==> src/rtl/button_debounce_dir.sv <==
// Push-button front end: per-channel 2-FF synchroniser, counter debounce, press/release/repeat
// pulses, and a tracker of the most recently pressed channel for the movement logic.
module button_debounce_dir #(
  parameter int NUM_BTN         = 4,
  parameter int CNT_W           = 20,
  parameter int DEBOUNCE_CYCLES = 500000,
  parameter int REPEAT_CYCLES   = 0,
  parameter int IDX_W           = 2
) (
  input  logic               clk,
  input  logic               rst_n,
  input  logic [NUM_BTN-1:0] btn_in,
  output logic [NUM_BTN-1:0] btn_level,
  output logic [NUM_BTN-1:0] btn_press,
  output logic [NUM_BTN-1:0] btn_release,
  output logic [NUM_BTN-1:0] btn_rpt,
  output logic [IDX_W-1:0]   last_idx,
  output logic               last_valid
);

  localparam logic [CNT_W-1:0] DB_LAST = CNT_W'(DEBOUNCE_CYCLES - 1);
  localparam logic [CNT_W-1:0] RP_LAST = CNT_W'((REPEAT_CYCLES == 0) ? 0 : REPEAT_CYCLES - 1);

  logic [NUM_BTN-1:0] r_s1;
  logic [NUM_BTN-1:0] r_s2;
  logic [NUM_BTN-1:0] r_level;
  logic [NUM_BTN-1:0] r_press;
  logic [NUM_BTN-1:0] r_release;
  logic [NUM_BTN-1:0] r_rpt;
  logic [CNT_W-1:0]   r_cnt  [NUM_BTN];
  logic [CNT_W-1:0]   r_rcnt [NUM_BTN];
  logic [IDX_W-1:0]   r_last_idx;
  logic               r_last_valid;

  logic [NUM_BTN-1:0] w_rise;
  logic [NUM_BTN-1:0] w_fall;
  logic [IDX_W-1:0]   w_low_idx;
  logic               w_last_rel;

  // Level flips on the cycle the counter has seen DEBOUNCE_CYCLES consecutive differing samples.
  always_comb begin
    w_rise     = '0;
    w_fall     = '0;
    w_low_idx  = '0;
    w_last_rel = 1'b0;
    for (int i = 0; i < NUM_BTN; i++) begin
      w_rise[i] = r_s2[i] & ~r_level[i] & (r_cnt[i] == DB_LAST);
      w_fall[i] = ~r_s2[i] & r_level[i] & (r_cnt[i] == DB_LAST);
    end
    for (int i = NUM_BTN - 1; i >= 0; i--) begin
      if (w_rise[i]) w_low_idx = IDX_W'(i);
    end
    for (int i = 0; i < NUM_BTN; i++) begin
      if (w_fall[i] && (r_last_idx == IDX_W'(i))) w_last_rel = 1'b1;
    end
  end

  always_ff @(posedge clk) begin
    if (!rst_n) begin
      r_s1         <= '0;
      r_s2         <= '0;
      r_level      <= '0;
      r_press      <= '0;
      r_release    <= '0;
      r_rpt        <= '0;
      r_last_idx   <= '0;
      r_last_valid <= 1'b0;
      for (int i = 0; i < NUM_BTN; i++) begin
        r_cnt[i]  <= '0;
        r_rcnt[i] <= '0;
      end
    end else begin
      r_s1      <= btn_in;
      r_s2      <= r_s1;
      r_press   <= w_rise;
      r_release <= w_fall;
      for (int i = 0; i < NUM_BTN; i++) begin
        if (r_s2[i] == r_level[i]) begin
          r_cnt[i] <= '0;
        end else if (r_cnt[i] == DB_LAST) begin
          r_level[i] <= r_s2[i];
          r_cnt[i]   <= '0;
        end else begin
          r_cnt[i] <= r_cnt[i] + CNT_W'(1);
        end

        // Release takes priority over a coinciding repeat tick.
        if (REPEAT_CYCLES == 0) begin
          r_rpt[i]  <= w_rise[i];
          r_rcnt[i] <= '0;
        end else if (w_fall[i] || (!r_level[i] && !w_rise[i])) begin
          r_rpt[i]  <= 1'b0;
          r_rcnt[i] <= '0;
        end else if (w_rise[i]) begin
          r_rpt[i]  <= 1'b1;
          r_rcnt[i] <= '0;
        end else if (r_rcnt[i] == RP_LAST) begin
          r_rpt[i]  <= 1'b1;
          r_rcnt[i] <= '0;
        end else begin
          r_rpt[i]  <= 1'b0;
          r_rcnt[i] <= r_rcnt[i] + CNT_W'(1);
        end
      end

      if (|w_rise) begin
        r_last_idx   <= w_low_idx;
        r_last_valid <= 1'b1;
      end else if (w_last_rel) begin
        r_last_valid <= 1'b0;
      end
    end
  end

  assign btn_level   = r_level;
  assign btn_press   = r_press;
  assign btn_release = r_release;
  assign btn_rpt     = r_rpt;
  assign last_idx    = r_last_idx;
  assign last_valid  = r_last_valid;

endmodule
==> config.mk <==
export PLATFORM = sky130hd
export DESIGN_NAME = button_debounce_dir
export DESIGN_NICKNAME = d
export VERILOG_FILES = /design/src/rtl/button_debounce_dir.sv
export SDC_FILE = /design/constraint.sdc
export NUM_CORES = 1
export LEC_CHECK = 0
export CORE_UTILIZATION = 40
export CTS_BUF_LIST = sky130_fd_sc_hd__clkbuf_16
export CTS_CLUSTER_DIAMETER = 50
export DETAILED_ROUTE_END_ITERATION = 8
export PLACE_DENSITY = 0.65
export SYNTH_ARGS = -nofsm -noshare
export SYNTH_HDL_FRONTEND = slang
export SYNTH_SLANG_ARGS = --single-unit
==> constraint.sdc <==
create_clock -name clk -period 3.2 [get_ports clk]
set_clock_uncertainty 0.05 [all_clocks]
set_input_delay 0.48 -clock clk [delete_from_list [all_inputs] [get_ports clk]]
set_output_delay 0.48 -clock clk [all_outputs]
set_load 0.05 [all_outputs]
# [After elaboration in Yosys (flattened, before gate mapping)]
# Memories as Yosys holds them, arrays and structs flattened.
# Index checks and enable logic that the tools add are counted.
[totals] mem_bits_rw=80 n_memories=1 wordCells=144 reg_bits=23 out_inout_bits=19
[op_classes] n_mux=67 n_addsub=4 reduce_logical=11 bitwise=40 eq_ne=11
[memory_table] memory="r_cnt" words=4 width=20 rd=4 rd_ports_with_merged_regs=0 write_ports=4 line_no="30" source="logic [CNT_W-1:0] r_cnt [NUM_BTN];"
[op_table] op="20-bit two-way mux" n=12
[op_table] op="20-bit by 1-bit adder with 20-bit output (second input constant)" n=4
[op_table] op="20-bit by 19-bit == test with 1-bit output (second input constant)" n=4
[op_table] op="1-bit two-way mux" n=51
[op_table] op="1-bit AND" n=16
[op_table] op="1-bit NOT" n=12
[op_table] op="1-bit bitwise OR" n=12
[op_table] op="2-bit two-way mux" n=4
[op_table] op="2-bit AND reduction" n=4
[op_table] op="1-bit == test" n=4
[op_table] op="2-bit == test (second input constant)" n=2
[op_table] op="1-bit logical AND" n=4
[op_table] op="4-bit OR reduction" n=1
[op_table] op="2-bit by 1-bit == test with 1-bit output (second input constant)" n=1
[op_table] op="2-bit zero test" n=1
[op_table] op="2-bit nonzero test" n=1

# [Longest topological paths before layout]
[depth] word_depth=10 mapped_depth=7 ltp_nobuf=7

# [Worst setup path after synthesis]
# OpenSTA, ideal clock, no wires.
[synth_path] kind="flip-flop to flip-flop" startpoint="memory r_cnt[3][14] (netlist: r_cnt[0][74])" endpoint="memory r_cnt[3][15] (netlist: r_cnt[0][75]), data pin" required_ns=2.896 n_path_buf=1 arrival_ns=1.742 stages_incl_launch_ff=7 setup_slack_ns=1.154 setup_time_ns=0.254 period_less_slack_ns=2.046 path_cell_list="edfxtp_1 -> or4_4 -> nor4_4 -> and2_4 -> or3_4 -> buf_6 -> nor2_1"
[synth_rtl] item="start: declaration" line_no="30"

==> flow_summary_export.csv <==
group,metric,value,unit
status,status,"finished, final reports clean",
clock_network,cts_inserted_buffers,9,
logic_synthesis,syn_area_per_cell,10.54,µm²
grt,antenna_found_initial,0,
sta,fin_setup_tns,0,ns
grt,track_usage,0.1543,
critical_path,startpoint,"r_cnt[0][0]",
routing,avgViaCountPerCell,4.731,
placement,gp_congestion,0.7670,
sta,maxSlewViolCount,0,
min_path,hold_class,"reg -> reg",
floorplanning,io_pins,25,
critical_path,arrival,2.40,ns
logic_synthesis,synth_ff_type,"edfxtp_1",
critical_path,end_kind,"flop",
grt,grt_pass1_vias,3529,
clock_network,hold_buffers,0,
logic_synthesis,muxShareOfSynthArea,0,
routing,wl,9315,µm
clock_network,clk_pin_slew,0.07,ns
logic_synthesis,synthCells,499,
logic_synthesis,yosysUniqueCellTypes,44,
logic_synthesis,synthSimpleGateAreaFrac,0.2493,
placement,pre_cts_ws,0.8197,ns
logic_synthesis,synth_seq_cells,103,
logic_synthesis,synth_warnings,0,
sta,fin_ws,0.8245,ns
floorplanning,fp.dieH,116.7,µm
logic_synthesis,synth-seq-area-share,0.5444,
sta,post-route-min-period,2.375,ns
layout,drive_gt1_frac,0.03306,
pwr,pwr_density_cell,429.8,nW/µm²
logic_synthesis,synth_fa_ha_area_frac,0.02855,
layout,final_common_cell,"nor2_1",
floorplanning,die-area,13610,µm²
logic_synthesis,synthArstFlopShare,0,
logic_synthesis,netlist_area,5259,µm²
critical_path,start_kind,"flop",
layout,layout.nets,618,
grt,grt-ovfl-total,0,
clock_network,cts.sinks,103,
clock_network,cts_resized,0,
sta,final_hold_viol_count,0,
pwr,power_leakage,2.235,nW
critical_path,r2r-start,"r_cnt[0][0]",
logic_synthesis,synth_top_family_by_area,"simple AND/OR/NAND/NOR gates",
layout,final_cell_mix,"nor2_1, edfxtp_1, conb_1",
floorplanning,rows,41,
critical_path,critical_path_class,"reg -> reg",
layout,synthToLayoutAreaGrowth,18.13,%
grt,grt_pass1_wl,16060,µm
logic_synthesis,synth_xor_area_frac,0.1199,
routing,drc_errors,0,
critical_path,worstRegToRegCells,6,
sta,post-route-period-util,0.7423,
sta,slew_headroom,0.4763,
routing,avgRoutedWirePerCell,11.99,µm
clock_network,htreeDepth,3,
placement,dpl.hpwl,6906,µm
sta,setup_viol,0,
logic_synthesis,netlist.area_leader.share,0.4568,
routing,ant_nets,0,
clock_network,clkLatencyLatePin,0.35,ns
clock_network,root_buffer,"clkbuf_16",
floorplanning,core_area,12720,µm²
floorplanning,die_w,116.7,µm
layout,antennaDiodeCount,0,
grt,grt_max_degree,21,
min_path,whs_path_depth,1,
logic_synthesis,synth_compound_area_frac,0.02403,
logic_synthesis,synth_edf_count,80,
logic_synthesis,synth.largest_area_cell,"edfxtp_1",
clock_network,clk_path_buf_depth,2,
sta,max_freq,421.0,MHz
logic_synthesis,synth_area_leaders,"edfxtp_1, dfxtp_1, nor2_1",
routing,drtIter0Drc,125,
pwr,vdd_drop_max,0.0002102,V
min_path,hold_path.startpoint,"r_s1[0]",
critical_path,crit_fanout,20,
floorplanning,initial_core_util,0.4134,
clock_network,post_cts_buffers,0,
routing,first_pass_iters,5,
job,drv_cap,0,
sta,worstMarginPinSlew,0.7832,ns
placement,io_buffers,24,
sta,hold_ws,0.3850,ns
clock_network,tritoncts,"done",
routing,vias,3676,
sta,rsz0062_at_grt,"no",
critical_path,required,3.22,ns
==> per-layer routing <==
layer  share of wire  GRT usage
met5               0          0
met4           0.021    0.07848
met3           0.023    0.02439
met2            0.47     0.2572
met1            0.48     0.1945
==> layout make-up <==
cell class              instances  area, µm²
clock buffers                  10      250.2
clock inverters                 6      27.53
fillers                      1250       6510
inverters                      22      82.58
multi-input cells             438       2519
flip-flops and latches        103       2863
well taps                     172      215.2
repair buffers                 26      255.2
==> cells in the mapped netlist, drive strengths merged (2+ instances only) <==
master,n
nor4,14
ha,12
o31ai,2
inv,22
and4,9
a21oi,5
buf,10
xnor2,39
and2,11
or4,4
and3,19
nor3,9
nor4b,3
dfxtp,23
edfxtp,80
nor2,101
or3b,2
nand4,18
nand3,29
nor4bb,2
or3,5
a31oi,3
clkbuf,5
a32o,2
nand2,27
xor2,33
==> worst max-delay path, stage by stage (launching register included) <==
cell and delay [ns]:
edfxtp_1 0.40, ha_1 0.22, nand4_1 0.13, or3b_1 0.45, nor2_1 0.17, or3_1 0.56, nor2_1 0.12
==> cell families after synthesis <==
group,count (synthesis)
AND/OR/NAND/NOR,256
flip-flops,103
XOR/XNOR,72
buffers and inverters,37
AO/OA/AOI/OAI,18
adder cells (fa/ha/maj),12
other,1
==> stage by stage <==
step | utilization | instance area [µm²] | cells | total power, mW
3_5_place_dp | 0.4665 | 5934 | 761 | 1.671
5_1_grt | 0.4883 | 6212 | 777 | 2.780
3_3_place_gp | 0.4665 | 5934 | 761 | 1.667
2_1_floorplan | - | 5555 | 578 | 1.640
6_report | 0.4883 | 6212 | 777 | 2.670
4_1_cts | 0.4883 | 6212 | 777 | 2.706
==> power by group <==
group	leakage, nW	internal (mW)	switching, mW	total, mW
combinational	1.08	0.0465	0.0608	0.107
clock	0.148	0.564	0.461	1.02
sequential	1.01	1.49	0.0492	1.54
total	2.24	2.10	0.571	2.67
==> sequential cells by signal, summed over array words and instances, names as in the netlist <==
register / cells
last_valid: 1
last_idx: 2
r_cnt: 80
r_s2: 4
r_s1: 4
btn_level: 4
btn_press: 4
btn_release: 4
==> path summary, 6_finish.rpt <==
kind | end | slack, ns
worst max register to register | r_cnt[0][11] | 0.82
worst min-delay path | r_s2[0] | 0.39
worst max-delay path | r_cnt[0][11] | 0.82
worst min register to register | r_s2[0] | 0.39
Note: power is estimated with default switching activity, not from simulation.
